### src/rtl/cra_seq.sv
// cra_seq: microcode address sequencer forming the next CRAM address from J, dispatch bits, trap force and a circular call/return stack.
// Define CRA_DIAG_EN to build the diagnostic address register (diagLd/diagData/diagSel/diagRd).
module cra_seq #(
  parameter int ADR_W = 11,
  parameter int DEPTH = 16,
  localparam int CNT_W = $clog2(DEPTH + 1)
) (
  input  logic             eboxClk,
  input  logic             eboxReset,
  input  logic             stall,
  input  logic [ADR_W-1:0] J,
  input  logic             dispEn,
  input  logic [ADR_W-1:0] dispMux,
  input  logic             call,
  input  logic             ret,
  input  logic             force1777,
  input  logic             clrFlags,
  input  logic             diagLd,
  input  logic [ADR_W-1:0] diagData,
  input  logic             diagSel,
  output logic [ADR_W-1:0] CRADR,
  output logic [ADR_W-1:0] sbrRet,
  output logic [CNT_W-1:0] stackDepth,
  output logic             stackOvf,
  output logic             stackUnf,
  output logic [ADR_W-1:0] diagRd
);

  localparam int PTR_W = (DEPTH > 1) ? $clog2(DEPTH) : 1;
  localparam logic [PTR_W-1:0] PTR_LAST = PTR_W'(DEPTH - 1);
  localparam logic [CNT_W-1:0] CNT_FULL = CNT_W'(DEPTH);

  logic [ADR_W-1:0] stack_mem [DEPTH];
  logic [PTR_W-1:0] wr_ptr;
  logic [PTR_W-1:0] wr_ptr_nxt;
  logic [PTR_W-1:0] top_ptr;
  logic [PTR_W-1:0] inc_ptr;
  logic [PTR_W-1:0] mem_waddr;
  logic             mem_we;
  logic [CNT_W-1:0] depth_nxt;
  logic             stack_empty;
  logic             stack_full;
  logic             push_evt;
  logic             replace_evt;
  logic             pop_evt;
  logic             ovf_set;
  logic             unf_set;
  logic [ADR_W-1:0] top_val;
  logic [ADR_W-1:0] disp_bits;
  logic [ADR_W-1:0] cradr_nxt;
  logic [ADR_W-1:0] diag_adr;

  // wr_ptr is the next free slot; the top entry sits one below it, modulo DEPTH
  assign stack_empty = (stackDepth == '0);
  assign stack_full  = (stackDepth == CNT_FULL);
  assign top_ptr     = (wr_ptr == '0) ? PTR_LAST : wr_ptr - 1'b1;
  assign inc_ptr     = (wr_ptr == PTR_LAST) ? '0 : wr_ptr + 1'b1;
  assign top_val     = stack_empty ? '0 : stack_mem[top_ptr];
  assign sbrRet      = top_val;
  assign disp_bits   = dispEn ? dispMux : '0;

  assign push_evt    = force1777 | (call & ~ret);
  assign replace_evt = call & ret & ~force1777;
  assign pop_evt     = ret & ~call & ~force1777;

  always_comb begin
    mem_we     = 1'b0;
    mem_waddr  = wr_ptr;
    wr_ptr_nxt = wr_ptr;
    depth_nxt  = stackDepth;
    ovf_set    = 1'b0;
    unf_set    = 1'b0;
    if (push_evt) begin
      // a push while full lands on the oldest slot, which is wr_ptr itself
      mem_we     = 1'b1;
      wr_ptr_nxt = inc_ptr;
      if (stack_full) begin
        ovf_set = 1'b1;
      end else begin
        depth_nxt = stackDepth + 1'b1;
      end
    end else if (replace_evt) begin
      mem_we = 1'b1;
      if (stack_empty) begin
        unf_set    = 1'b1;
        wr_ptr_nxt = inc_ptr;
        depth_nxt  = CNT_W'(1);
      end else begin
        mem_waddr = top_ptr;
      end
    end else if (pop_evt) begin
      if (stack_empty) begin
        unf_set = 1'b1;
      end else begin
        wr_ptr_nxt = top_ptr;
        depth_nxt  = stackDepth - 1'b1;
      end
    end
  end

  always_comb begin
    cradr_nxt = J | disp_bits;
    if (force1777) begin
      cradr_nxt = '1;
`ifdef CRA_DIAG_EN
    end else if (diagSel) begin
      cradr_nxt = diag_adr;
`endif
    end else if (ret) begin
      cradr_nxt = top_val | J | disp_bits;
    end
  end

  always_ff @(posedge eboxClk or posedge eboxReset) begin
    if (eboxReset) begin
      CRADR      <= '0;
      wr_ptr     <= '0;
      stackDepth <= '0;
      stackOvf   <= 1'b0;
      stackUnf   <= 1'b0;
    end else if (!stall) begin
      CRADR      <= cradr_nxt;
      wr_ptr     <= wr_ptr_nxt;
      stackDepth <= depth_nxt;
      stackOvf   <= ovf_set | (stackOvf & ~clrFlags);
      stackUnf   <= unf_set | (stackUnf & ~clrFlags);
    end
  end

  // Stack contents are not reset; depth alone decides what is valid.
  always_ff @(posedge eboxClk) begin
    if (!eboxReset && !stall && mem_we) begin
      stack_mem[mem_waddr] <= CRADR;
    end
  end

`ifdef CRA_DIAG_EN
  always_ff @(posedge eboxClk or posedge eboxReset) begin
    if (eboxReset) begin
      diag_adr <= '0;
    end else if (!stall && diagLd) begin
      diag_adr <= diagData;
    end
  end

  assign diagRd = diag_adr;
`else
  logic unused_diag;
  assign diag_adr    = '0;
  assign diagRd      = '0;
  assign unused_diag = ^{diagLd, diagSel, diagData, diag_adr};
`endif

endmodule

### config.mk
export PLATFORM = sky130hd
export DESIGN_NAME = cra_seq
export DESIGN_NICKNAME = d
export VERILOG_FILES = /design/src/rtl/cra_seq.sv
export SDC_FILE = /design/constraint.sdc
export NUM_CORES = 1
export LEC_CHECK = 0
export ABC_AREA = 1
export BUFFER_PORTS_ARGS = -buffer_cell sky130_fd_sc_hd__buf_2
export CAP_MARGIN = 20
export CORE_ASPECT_RATIO = 0.9
export CORE_MARGIN = 2
export CORE_UTILIZATION = 55
export CTS_CLUSTER_SIZE = 20
export DETAILED_ROUTE_END_ITERATION = 16
export MAX_ROUTING_LAYER = met4
export PLACE_DENSITY = 0.79
export SLEW_MARGIN = 10
export SYNTH_ARGS = -nofsm -noshare
export SYNTH_HDL_FRONTEND = slang
export SYNTH_SLANG_ARGS = --single-unit
### constraint.sdc
create_clock -name eboxClk -period 2.9 [get_ports eboxClk]
set_input_delay 0.29 -clock eboxClk [delete_from_list [all_inputs] [get_ports eboxClk]]
set_output_delay 0.29 -clock eboxClk [all_outputs]
set_load 0.1 [all_outputs]
==> flow_summary.toml <==
[critical_path]
rr_worst_depth = 11
reg2reg_from = "stackDepth[0]"
end_kind = "output pin"
reg2reg_slack_ns = 0.35
crit_type = "flip-flop to output pin"
reg2reg_to = "stack_mem[8][0]"
worstPathArrival_ns = 2.52
worstPathRequired_ns = 2.61
crit_fanout = 24
worstSetupStartpointType = "flip-flop"

[timing]
drv_slew = 0
max_freq_ghz = 0.355
tightestPinTransition_ns = 0.929
hold_ws_ns = 0.0829
clock_skew_ns = 0.0153
fin_ws_ns = 0.0861
period_needed_ns = 2.81
hold_viol = 0
min_period_over_period_pct = 97.0
max-slew-margin-rel_pct = 38.0
setup_violations = 0

[synthesis]
synth-xor-area-share_pct = 0.569
synthAdderAreaFrac_pct = 0.694
syn_avg_cell_area_um2 = 10.6
synthSimpleGateAreaFrac_pct = 23.3
yosys_warnings = 0
synth_compound_area_share_pct = 3.69
syn_inst = 854
synth-seq-area-share_pct = 64.7
synth_top_family_by_area = "simple AND/OR/NAND/NOR gates"
synth.distinct_cells = 32
synthMuxAreaShare_pct = 0
synth_area_um2 = 9010
yosys_register_bits = 198

[placement]
port_buffers = 58
hpwl_um = 13100
placedCellCount = 1113
place_ws_ns = 0.342
routabilityCongestion = 0.936

[routing]
drc = 0
drt_iter0_drc = 733
vias = 6650
wire_per_inst_um = 18.4
drtPass1Iterations = 5
drt_wl_total_um = 21100
viasPerCell = 5.80
antenna_left = 0

[floorplan]
pin_count = 83
dieArea_um2 = 17400
start_util_pct = 56.1
core-area_um2 = 16100
die_w_um = 139
die_h_um = 125
rows = 44

[finish]
nFillCells = 1209
antenna-diode-count = 0
final_common_cell = "nand3_1"
fin_cells = 1147
final_nets = 975
syn2layout_area_growth_pct = 16.1
final_cell_mix = "nand3_1, edfxtp_1, nand2_1"
final_core_util_pct = 65.1
layout-drive-gt1-share_pct = 16.8

[outcome]
status = "finished, final reports clean"

[cts]
cts-root-buf = "clkbuf_16"
clock_path_buffers = 2
insertion_delay_ns = 0.44
clkSlewWorstSetupHoldPaths_ns = 0.07
cts_buffers = 17
cts_tree = "built"
clock_sinks = 198
cts_max_level = 4

[worst_hold_path]
hp-class = "input port to async pin"

[global_route]
grt_pass1_vias = 6428
antenna_found_initial = 0
grt_max_degree = 54
gr-usage-all-layers_pct = 25.7
grt_pass1_wl_um = 33300
gr-total-overflow = 0

[job]
cap_violations = 0
[cells by family after synthesis]
logic type / after synthesis
AO/OA/AOI/OAI: 57
XOR/XNOR: 5
adder cells (fa/ha/maj): 5
buffers and inverters: 142
flip-flops: 198
other: 1
AND/OR/NAND/NOR: 446
[Yosys cell counts, drive strengths merged]
library cell / count / area share (%)
xnor2: 2 / 0.28
o21ai: 23 / 1.3
buf: 44 / 2.9
dfrtp: 22 / 6.1
xor2: 3 / 0.29
clkbuf: 15 / 0.62
nand3b: 41 / 3.4
nand2: 164 / 6.9
ha: 5 / 0.69
nor2: 35 / 1.5
nor4: 2 / 0.14
nand3: 201 / 11
o31ai: 2 / 0.17
o32ai: 1 / 0.097
conb: 1 / 0.042
inv: 83 / 3.5
nor3: 3 / 0.17
a22oi: 1 / 0.083
o211ai: 1 / 0.083
o21bai: 1 / 0.083
a22o: 1 / 0.097
edfxtp: 176 / 59
a21oi: 16 / 0.89
a211oi: 11 / 0.92
[worst max path at each step]
| stage | from | end | slack (ns) | cells past startpoint |
|---|---|---|---|---|
| after CTS | wr_ptr[0] | sbrRet[7] | 0.02 | 11 |
| after floorplan | stackDepth[4] | stack_mem[14][0] | 0.0004 | 8 |
| after global routing | stackDepth[0] | sbrRet[3] | -0.01 | 11 |
| after detailed placement | ret | stack_mem[7][7] | 0.34 | 10 |
| final | wr_ptr[0] | sbrRet[6] | 0.09 | 10 |
| after global placement | stackDepth[0] | sbrRet[8] | 0.33 | 11 |
[registers in the layout, indices dropped and copies added, names as in the netlist]
signal      flops
CRADR          11
stackDepth      5
stackOvf        1
stackUnf        1
stack_mem     176
wr_ptr          4
[metal layers]
metal | routed length [µm] | part of all wire [%] | global-route usage (%) | vias to the layer above
li1 | - | - | - | 3088
met3 | 1430 | 6.8 | 5.13 | 34
met5 | 0 | 0 | - | -
met4 | 378 | 1.8 | 8.73 | 0
met2 | 10900 | 51 | 42.4 | 278
met1 | 8490 | 40 | 32.0 | 3250
[cell type report]
type | instances | area, µm² | area share, %
clock buffers | 23 | 498 | 4.76
clock inverters | 9 | 98.8 | 0.944
inverters | 83 | 315 | 3.01
multi-input cells | 524 | 2610 | 25.0
flip-flops and latches | 198 | 5840 | 55.8
well taps | 207 | 259 | 2.47
repair buffers | 103 | 843 | 8.06
[stage by stage]
step | TNS [ns] | area, µm²
finish | 0 | 10500
CTS | 0 | 10400
global placement | 0 | 9740
floorplan | 0 | 9060
global route | -0.0177 | 10500
detailed placement | 0 | 9740
[critical path, stage by stage, from the launching register on]
cell	delay [ns]
dfrtp_2	0.43
inv_1	0.12
ha_2	0.29
buf_4	0.19
inv_2	0.10
buf_8	0.21
nand3_1	0.13
nand3_1	0.09
nand3_1	0.10
nand2_1	0.19
buf_12	0.20
[what timing repair did]
item | in CTS | in global routing
pin swaps | 0 | 0
setup endpoints to repair | 10 | 11
endpoints found under the hold margin | 0 | 0
resized for setup | 8 | 24
hold buffers | 0 | 0
buffers inserted | 0 | 2
Power is left out: the tool's default activity adds up to more than one toggle a clock period on the data nets, which glitch-free logic cannot reach.
